[config.mk]
export PLATFORM = sky130hd
export DESIGN_NAME = fifo_burst_reader_flat
export DESIGN_NICKNAME = d
export VERILOG_FILES = /design/src/rtl/fifo_burst_reader_if.sv /design/src/rtl/fifo_burst_reader.sv /design/src/flat_wrapper.sv
export SDC_FILE = /design/constraint.sdc
export NUM_CORES = 1
export LEC_CHECK = 0
export ABC_CLOCK_PERIOD_IN_PS = 7100
export BUFFER_PORTS_ARGS = -buffer_cell sky130_fd_sc_hd__buf_2
export CAP_MARGIN = 30
export CORE_MARGIN = 2
export CORE_UTILIZATION = 50
export CTS_CLUSTER_SIZE = 14
export DETAILED_ROUTE_END_ITERATION = 12
export PLACE_DENSITY = 0.7
export RECOVER_POWER = 25
export SETUP_SLACK_MARGIN = 0.15
export SLEW_MARGIN = 20
export SYNTH_ARGS = -nofsm -noshare
export SYNTH_HDL_FRONTEND = slang
export SYNTH_SLANG_ARGS = --single-unit
[constraint.sdc]
create_clock -name clk -period 7.1 [get_ports clk]
set_input_delay 0.355 -clock clk [delete_from_list [all_inputs] [get_ports clk]]
set_output_delay 0.355 -clock clk [all_outputs]
set_load 0.005 [all_outputs]
[src/rtl/fifo_burst_reader_if.sv]
// FIFO read port plus valid/ready output stream seen by fifo_burst_reader.
// The master modport is the reader; the slave modport is the FIFO and the consumer.
interface fifo_burst_reader_if #(
    parameter int DATA_WIDTH = 8
);
    logic                  fifo_empty;
    logic                  fifo_rd_en;
    logic [DATA_WIDTH-1:0] fifo_rd_data;
    logic                  m_valid;
    logic                  m_ready;
    logic [DATA_WIDTH-1:0] m_data;

    modport master (
        input  fifo_empty, fifo_rd_data, m_ready,
        output fifo_rd_en, m_valid, m_data
    );

    modport slave (
        output fifo_empty, fifo_rd_data, m_ready,
        input  fifo_rd_en, m_valid, m_data
    );
endinterface

[src/rtl/fifo_burst_reader.sv]
// Pops exactly burst_len words from a registered-read FIFO and streams them out
// through a 2-entry skid buffer that hides read latency and back-pressure.
module fifo_burst_reader #(
    parameter int DATA_WIDTH  = 8,
    parameter int BURST_WIDTH = 8
) (
    input  logic                   clk,
    input  logic                   rst,
    input  logic                   start,
    input  logic [BURST_WIDTH-1:0] burst_len,
    output logic                   busy,
    output logic                   done,
    fifo_burst_reader_if.master    bus
);
    typedef enum logic [1:0] {IDLE, READ, DRAIN} state_e;

    state_e                 state_q, state_d;
    logic [BURST_WIDTH-1:0] len_q, len_d;
    logic [BURST_WIDTH-1:0] issued_q, issued_d;
    logic [BURST_WIDTH-1:0] delivered_q, delivered_d;
    logic [1:0]             occ_q, occ_d;
    logic                   pending_q, pending_d;
    logic                   done_q, done_d;
    logic [DATA_WIDTH-1:0]  skid_q [2];
    logic [DATA_WIDTH-1:0]  skid_d [2];

    logic handshake;
    logic credit;
    logic rd_en;

    // A pop is allowed only if its word is guaranteed a skid slot when it lands.
    assign handshake = (occ_q != 2'd0) && bus.m_ready;
    assign credit    = ((occ_q + {1'b0, pending_q}) < 2'd2) || handshake;
    assign rd_en     = (state_q == READ) && !bus.fifo_empty && (issued_q != len_q) && credit;

    // NOTE: every variable gets a default before any branch, so no latch is inferred.
    always_comb begin
        skid_d = skid_q;
        occ_d  = occ_q;
        if (handshake) begin
            skid_d[0] = skid_q[1];
            occ_d     = occ_q - 2'd1;
        end
        if (pending_q) begin
            skid_d[occ_d[0]] = bus.fifo_rd_data;
            occ_d            = occ_d + 2'd1;
        end
    end

    always_comb begin
        state_d     = state_q;
        len_d       = len_q;
        issued_d    = rd_en ? issued_q + BURST_WIDTH'(1) : issued_q;
        delivered_d = handshake ? delivered_q + BURST_WIDTH'(1) : delivered_q;
        pending_d   = rd_en;
        done_d      = 1'b0;
        unique case (state_q)
            IDLE: begin
                if (start) begin
                    if (burst_len != '0) begin
                        len_d       = burst_len;
                        issued_d    = '0;
                        delivered_d = '0;
                        state_d     = READ;
                    end else begin
                        done_d = 1'b1;
                    end
                end
            end
            READ: begin
                if (issued_q == len_q) state_d = DRAIN;
            end
            DRAIN: begin
                // Judged on next-cycle values so done lands on the cycle right after the last handshake.
                if ((occ_d == 2'd0) && !pending_d && (delivered_d == len_q)) begin
                    state_d = IDLE;
                    done_d  = 1'b1;
                end
            end
            default: state_d = IDLE;
        endcase
    end

    // NOTE: sequential state uses non-blocking assignments only.
    always_ff @(posedge clk or posedge rst) begin
        if (rst) begin
            state_q     <= IDLE;
            len_q       <= '0;
            issued_q    <= '0;
            delivered_q <= '0;
            occ_q       <= 2'd0;
            pending_q   <= 1'b0;
            done_q      <= 1'b0;
            // NOTE: the skid entries are reset too, since m_data is the head entry and must read 0 out of reset.
            skid_q[0]   <= '0;
            skid_q[1]   <= '0;
        end else begin
            state_q     <= state_d;
            len_q       <= len_d;
            issued_q    <= issued_d;
            delivered_q <= delivered_d;
            occ_q       <= occ_d;
            pending_q   <= pending_d;
            done_q      <= done_d;
            skid_q      <= skid_d;
        end
    end

    assign busy           = (state_q != IDLE);
    assign done           = done_q;
    assign bus.fifo_rd_en = rd_en;
    assign bus.m_valid    = (occ_q != 2'd0);
    assign bus.m_data     = skid_q[0];
endmodule

[src/flat_wrapper.sv]
// flat-port wrapper written by rule: the top's interface ports become plain ports
module fifo_burst_reader_flat 
#(
    parameter int DATA_WIDTH  = 8,
    parameter int BURST_WIDTH = 8
)
  (clk, rst, start, burst_len, busy, done, bus_fifo_empty, bus_fifo_rd_data, bus_m_ready, bus_fifo_rd_en, bus_m_valid, bus_m_data);
  fifo_burst_reader_if #(.DATA_WIDTH(DATA_WIDTH)) bus_i ();
  input  logic clk;
  input  logic rst;
  input  logic start;
  input  logic [BURST_WIDTH-1:0] burst_len;
  output logic busy;
  output logic done;
  input wire logic [$bits(bus_i.fifo_empty)-1:0] bus_fifo_empty;
  input wire logic [$bits(bus_i.fifo_rd_data)-1:0] bus_fifo_rd_data;
  input wire logic [$bits(bus_i.m_ready)-1:0] bus_m_ready;
  output wire logic [$bits(bus_i.fifo_rd_en)-1:0] bus_fifo_rd_en;
  output wire logic [$bits(bus_i.m_valid)-1:0] bus_m_valid;
  output wire logic [$bits(bus_i.m_data)-1:0] bus_m_data;
  assign bus_i.fifo_empty = bus_fifo_empty;
  assign bus_i.fifo_rd_data = bus_fifo_rd_data;
  assign bus_i.m_ready = bus_m_ready;
  assign bus_fifo_rd_en = bus_i.fifo_rd_en;
  assign bus_m_valid = bus_i.m_valid;
  assign bus_m_data = bus_i.m_data;
  fifo_burst_reader #(.DATA_WIDTH(DATA_WIDTH), .BURST_WIDTH(BURST_WIDTH)) u_core (.clk(clk), .rst(rst), .start(start), .burst_len(burst_len), .busy(busy), .done(done), .bus(bus_i));
endmodule
==> impl_metrics.toml, run 1 <==
[timing]
max_freq_mhz = 363
fin_skew_ns = 0.00355
holdWs_ns = 0.0843
setup_viol = 0
slew_violations = 33
tns_ns = 0
relSlewSlack_pct = -14.7
grt_setup_unrepaired = "false"
report.final.hold_viol_count = 0
fin_crit_sh_pct = 38.8
worstMarginPinSlew_ns = 1.72
fin_crit_ns = 2.75

[status]
failed_checks = "max-capacitance violations, max-slew violations"
status = "finished, violations left"

[grt]
grtUsageTotal_pct = 19.0
grt_pass1_vias = 1946
grt_remaining_overflow = 0
grt_pass1_wl_um = 9110
antenna_found_initial = 0
grt_max_degree = 33

[drt]
drtIter0Drc = 91
routed_wl_um = 5070
dr.pass1.iters = 4
ant_nets = 0
drc_errors = 0
avgRoutedWirePerCell_um = 14.2
via_count = 1990
viasPerCell = 5.57

[cts]
clk_latency_ns = 0.30
clk_pin_slew_worst_paths_ns = 0.08
clock-sinks = 46
postCtsSetupRepairBufs = 0
cts_made_buffers = 5
clockBufferDepth = 2
h-tree-depth = 2
cts-hold-fix-buffers = 0
cts_resized = 0
cts_tree = "yes"
root_buffer = "clkbuf_8"

[synthesis]
yosysWarnings = 0
ys_ff_latch = 46
syn-num-nets = 291
syn_area_um2 = 2670
ys_seq_area_share_pct = 43.2
synth_ff_type = "dfrtp_1"
yosysUniqueCellTypes = 51
avgSynthCellArea_um2 = 10.0
syn_inst = 266
async_flop_share_pct = 100
synth_edf_count = 0

[setup_path]
cp_max_fo = 23
worstPathRequired_ns = 6.74
critPathLaunchType = "flop"
worst_ep_arrival_time_ns = 2.40
path_class = "flop to primary output"
critPathCaptureType = "primary output"
rrSetupSlack_ns = 4.47

[place]
routabilityCongestion = 0.759
port_buffers = 32
dp_hpwl_um = 3650

[pwr]
ir_drop_mv = 0.196
switching_share_pct = 38.9
switchingPower_mw = 0.469
power_frac_comb_pct = 42.9
internal_power_mw = 0.736
power.density_nw_per_um2 = 416
leakagePower_nw = 1.26
clockPowerShare_pct = 15.2
seq_power_share_pct = 41.9

[layout]
antenna_cells = 0
layout-drive-gt1-share_pct = 21.6
num-nets-final = 311
fillers = 494
fin_util_pct = 56.4
area_delta_synth_final_pct = 8.63

[job]
max-cap-violations = 1

[floorplanning]
die_width_um = 77.0
fp.dieArea_um2 = 5930
num_rows = 26
start_util_pct = 51.9
io_pins = 33
core_um2 = 5140
die_h_um = 77.0

[hold_path]
hold_path_class = "primary input to asynchronous set/reset pin"
path summary, 6_finish.rpt:
| kind | startpoint | endpoint | cells past startpoint |
|---|---|---|---|
| worst max register to register | u_core.occ_q[0] | u_core.state_q[1] | 9 |
| worst max-delay path | u_core.occ_q[0] | bus_fifo_rd_en | 7 |
| min in group clk | burst_len[3] | u_core.len_q[3] | 2 |
| worst min-delay path | rst | asynchronous set/reset pin | 2 |
| worst min register to register | flop | flop | 1 |
| max in group asynchronous | rst | u_core.delivered_q[2] | 3 |
cells in the final DEF (no fill, tap or decap), drive strengths merged, types with 2 or more instances in the layout:
| cell type | n |
|---|---|
| nor3 | 6 |
| clkbuf | 9 |
| inv | 6 |
| xnor2 | 19 |
| nor4 | 3 |
| a21oi | 11 |
| nand4 | 4 |
| o22ai | 18 |
| o22a | 8 |
| o311ai | 2 |
| and3b | 2 |
| nand2 | 11 |
| nor2 | 39 |
| or3 | 4 |
| o21ai | 6 |
| dfrtp | 46 |
| or2 | 2 |
| or4 | 2 |
| ha | 4 |
| xor2 | 8 |
| buf | 33 |
| nand3 | 5 |
| nand2b | 5 |
| mux2i | 3 |
| mux2 | 16 |
final cells by class:
cell class / instances / area (um2) / area share (%)
clock buffers: 8 / 110 / 3.80
inverters: 6 / 22.5 / 0.778
multi-input cells: 193 / 1350 / 46.7
flip-flops and latches: 46 / 1150 / 39.7
well taps: 70 / 87.6 / 3.02
repair buffers: 34 / 171 / 5.92
metrics by stage:
step / cells / cell area (um2) / total power, mW / setup slack, ns
2_1_floorplan: 266 / 2670 / 0.942 / 4.57
3_3_place_gp: 348 / 2780 / 1.01 / 4.58
3_5_place_dp: 349 / 2800 / 1.03 / 4.48
4_1_cts: 357 / 2910 / 1.22 / 4.32
5_1_grt: 357 / 2900 / 1.31 / 4.09
6_report: 357 / 2900 / 1.21 / 4.35
layer usage:
metal,up-vias,track usage [%],share of wire (%)
met3,6,3.88,3.7
met1,966,27.2,49
met5,-,0,0
li1,980,-,-
met4,0,6.61,1.3
met2,38,28.9,46
synth_stat cells (all sizes together), types with 3 or more instances:
| library cell | instances | area [um2] |
|---|---|---|
| dfrtp | 46 | 1150 |
| nor2 | 39 | 149 |
| xnor2 | 19 | 166 |
| buf | 18 | 128 |
| o22ai | 18 | 113 |
| mux2 | 16 | 180 |
| a21oi | 11 | 55.1 |
| nand2 | 11 | 41.3 |
| o22a | 8 | 70.1 |
| xor2 | 8 | 70.1 |
| inv | 6 | 22.5 |
| nor3 | 6 | 41.3 |
| o21ai | 6 | 33.8 |
| nand2b | 5 | 38.8 |
| nand3 | 5 | 25.0 |
| ha | 4 | 50.1 |
| nand4 | 4 | 37.5 |
| or3 | 4 | 26.3 |
| clkbuf | 3 | 11.3 |
| mux2i | 3 | 30.0 |
| nor4 | 3 | 25.0 |
cells by family after synthesis:
family	after synthesis	synth area share, %
simple gates	88	17.4
compound gates	54	13.9
flops	46	43.2
xor+xnor	28	9.71
buf+inv	27	6.05
mux	19	7.88
fa+ha+maj	4	1.88
power groups by stage:
stage	Combinational, mW	Sequential, mW	Clock (mW)
floorplan	0.493	0.449	0
global placement	0.507	0.507	0
detailed placement	0.520	0.509	0
CTS	0.522	0.504	0.188
global route	0.590	0.525	0.199
finish	0.517	0.506	0.183
critical path, stage by stage, from the launching register on:
cell      delay (ns)
dfrtp_1         0.72
inv_1           0.18
ha_1            0.28
nand2b_4        0.28
o21ai_2         0.13
o211ai_2        0.25
inv_1           0.13
buf_2           0.12
Power figures use the tool's default switching activity.
==> run 2, diff against run 1 <==
Settings changed: ABC_CLOCK_PERIOD_IN_PS 7100 to 2700.
Clock period 7.1 ns to 2.7 ns, I/O delays scaled along.
==> impl_metrics.toml, run 2 (synthesized netlist as in run 1, its figures left out) <==
[floorplanning]
start_util_pct = 51.9
die_width_um = 77.0
core_um2 = 5140
num_rows = 26
die_h_um = 77.0
io_pins = 33
fp.dieArea_um2 = 5930

[place]
post_dp_cell_area_um2 = 2830
port_buffers = 32
routabilityCongestion = 0.845
dp_hpwl_um = 3950
place_ws_ns = 0.554

[setup_path]
critPathLaunchType = "flop"
cpPeakStageDelay_ns = 0.37
cp_slowest_cell = "dfrtp_1"
critPathCaptureType = "flop"
worst_path_most_repeated_cell = "ha_1"
worstSetupStartpoint = "u_core.occ_q[0]"
r2r_cells = 9
cp_cell_sequence = "inv_1 -> ha_1 -> nor2b_1 -> xnor2_1 -> ha_1 -> nor3b_1 -> mux2i_1 -> nor4_2 -> a32oi_1"
cp_max_fo = 4
path_class = "flop to flop"
r2r_start = "u_core.occ_q[0]"
worst_ep_arrival_time_ns = 2.35
worstPathRequired_ns = 2.86

[pwr]
ir_drop_mv = 0.600
power.total_mw = 3.14
leakagePower_nw = 1.27
power.density_nw_per_um2 = 1080

[drt]
via_count = 1999
dr.pass1.iters = 4
drtIter0Drc = 133
viasPerCell = 5.55
drc_errors = 0
avgRoutedWirePerCell_um = 14.8
ant_nets = 0
routed_wl_um = 5340

[layout]
fin_area_um2 = 2920
antenna_cells = 0
layout_common_cells = "46 x dfrtp_1, 38 x nor2_1, 31 x buf_2"
num-nets-final = 315
layout-drive-gt1-share_pct = 21.4
final_common_cell = "dfrtp_1"
area_delta_synth_final_pct = 9.43
fin_util_pct = 56.8

[hold_path]
min_path_cells = 2
hp-start = "burst_len[3]"
hold_path_class = "primary input to flop"

[grt]
grt_remaining_overflow = 0
grt_max_degree = 27
antenna_found_initial = 0
grtUsageTotal_pct = 19.3
grt_pass1_wl_um = 9070
grt_pass1_vias = 1848

[cts]
cts_resized = 0
h-tree-depth = 2
clock-sinks = 46
cts_tree = "yes"
root_buffer = "clkbuf_8"
clk_pin_slew_worst_paths_ns = 0.08
clockBufferDepth = 2
cts_made_buffers = 5
clk_latency_ns = 0.29
postCtsSetupRepairBufs = 0
cts-hold-fix-buffers = 1

[job]
max-cap-violations = 0

[timing]
finalWorstSetupSlack_ns = 0.511
worstMarginPinSlew_ns = 1.06
fin_crit_ns = 2.19
fin_crit_sh_pct = 81.1
fin_skew_ns = 0.00672
relSlewSlack_pct = 29.4
tns_ns = 0
report.final.hold_viol_count = 0
max_freq_mhz = 457
slew_violations = 0
grt_setup_unrepaired = "false"
setup_viol = 0

[status]
status = "finished, final reports clean"
-- run 2: stage by stage --
stage | instances | hold slack [ns]
after floorplan | 266 | 0.270
after global placement | 351 | 0.371
after detailed placement | 352 | 0.234
after CTS | 360 | 0.0647
after global routing | 360 | 0.0692
final | 360 | 0.0743
-- run 2: critical path, delay by kind of cell, from the launching register on --
| family | cells | cell delay [ns] |
|---|---|---|
| flops | 1 | 0.37 |
| xor+xnor | 1 | 0.15 |
| mux | 1 | 0.11 |
| buf+inv | 1 | 0.09 |
| simple gates | 3 | 0.64 |
| compound gates | 1 | 0.13 |
| fa+ha+maj | 2 | 0.55 |
-- run 2: area by class of cell --
type                       instances  area [um2]
inverter                           6        22.5
sequential                        46        1150
tap                               70        87.6
timing repair buffer              38         226
fill                             486        2220
multi-input combinational        193        1350
clock buffer                       7        76.3
-- run 2: routing by layer --
layer / global-route usage, % / share of wire [%] / vias to the layer above / wire (um)
li1: - / - / 997 / -
met4: 5.36 / 1.3 / 0 / 70
met5: 0 / 0 / - / 0
met2: 29.3 / 45 / 37 / 2420
met1: 28.0 / 50 / 957 / 2650
met3: 3.88 / 3.8 / 8 / 203
-- run 2: path summary, 6_finish.rpt --
kind	slack, ns	end
min	0.07	u_core.len_q[3]
max reg2reg	0.51	u_core.state_q[1]
min reg2reg	0.54	flop
min in group asynchronous	0.64	asynchronous set/reset pin
max	0.51	u_core.state_q[1]
max in group asynchronous	1.41	asynchronous set/reset pin
-- run 2: report_power, final --
group	internal (mW)	switching, mW
sequential	0.971	0.318
combinational	0.736	0.729
clock	0.178	0.206
total	1.89	1.25
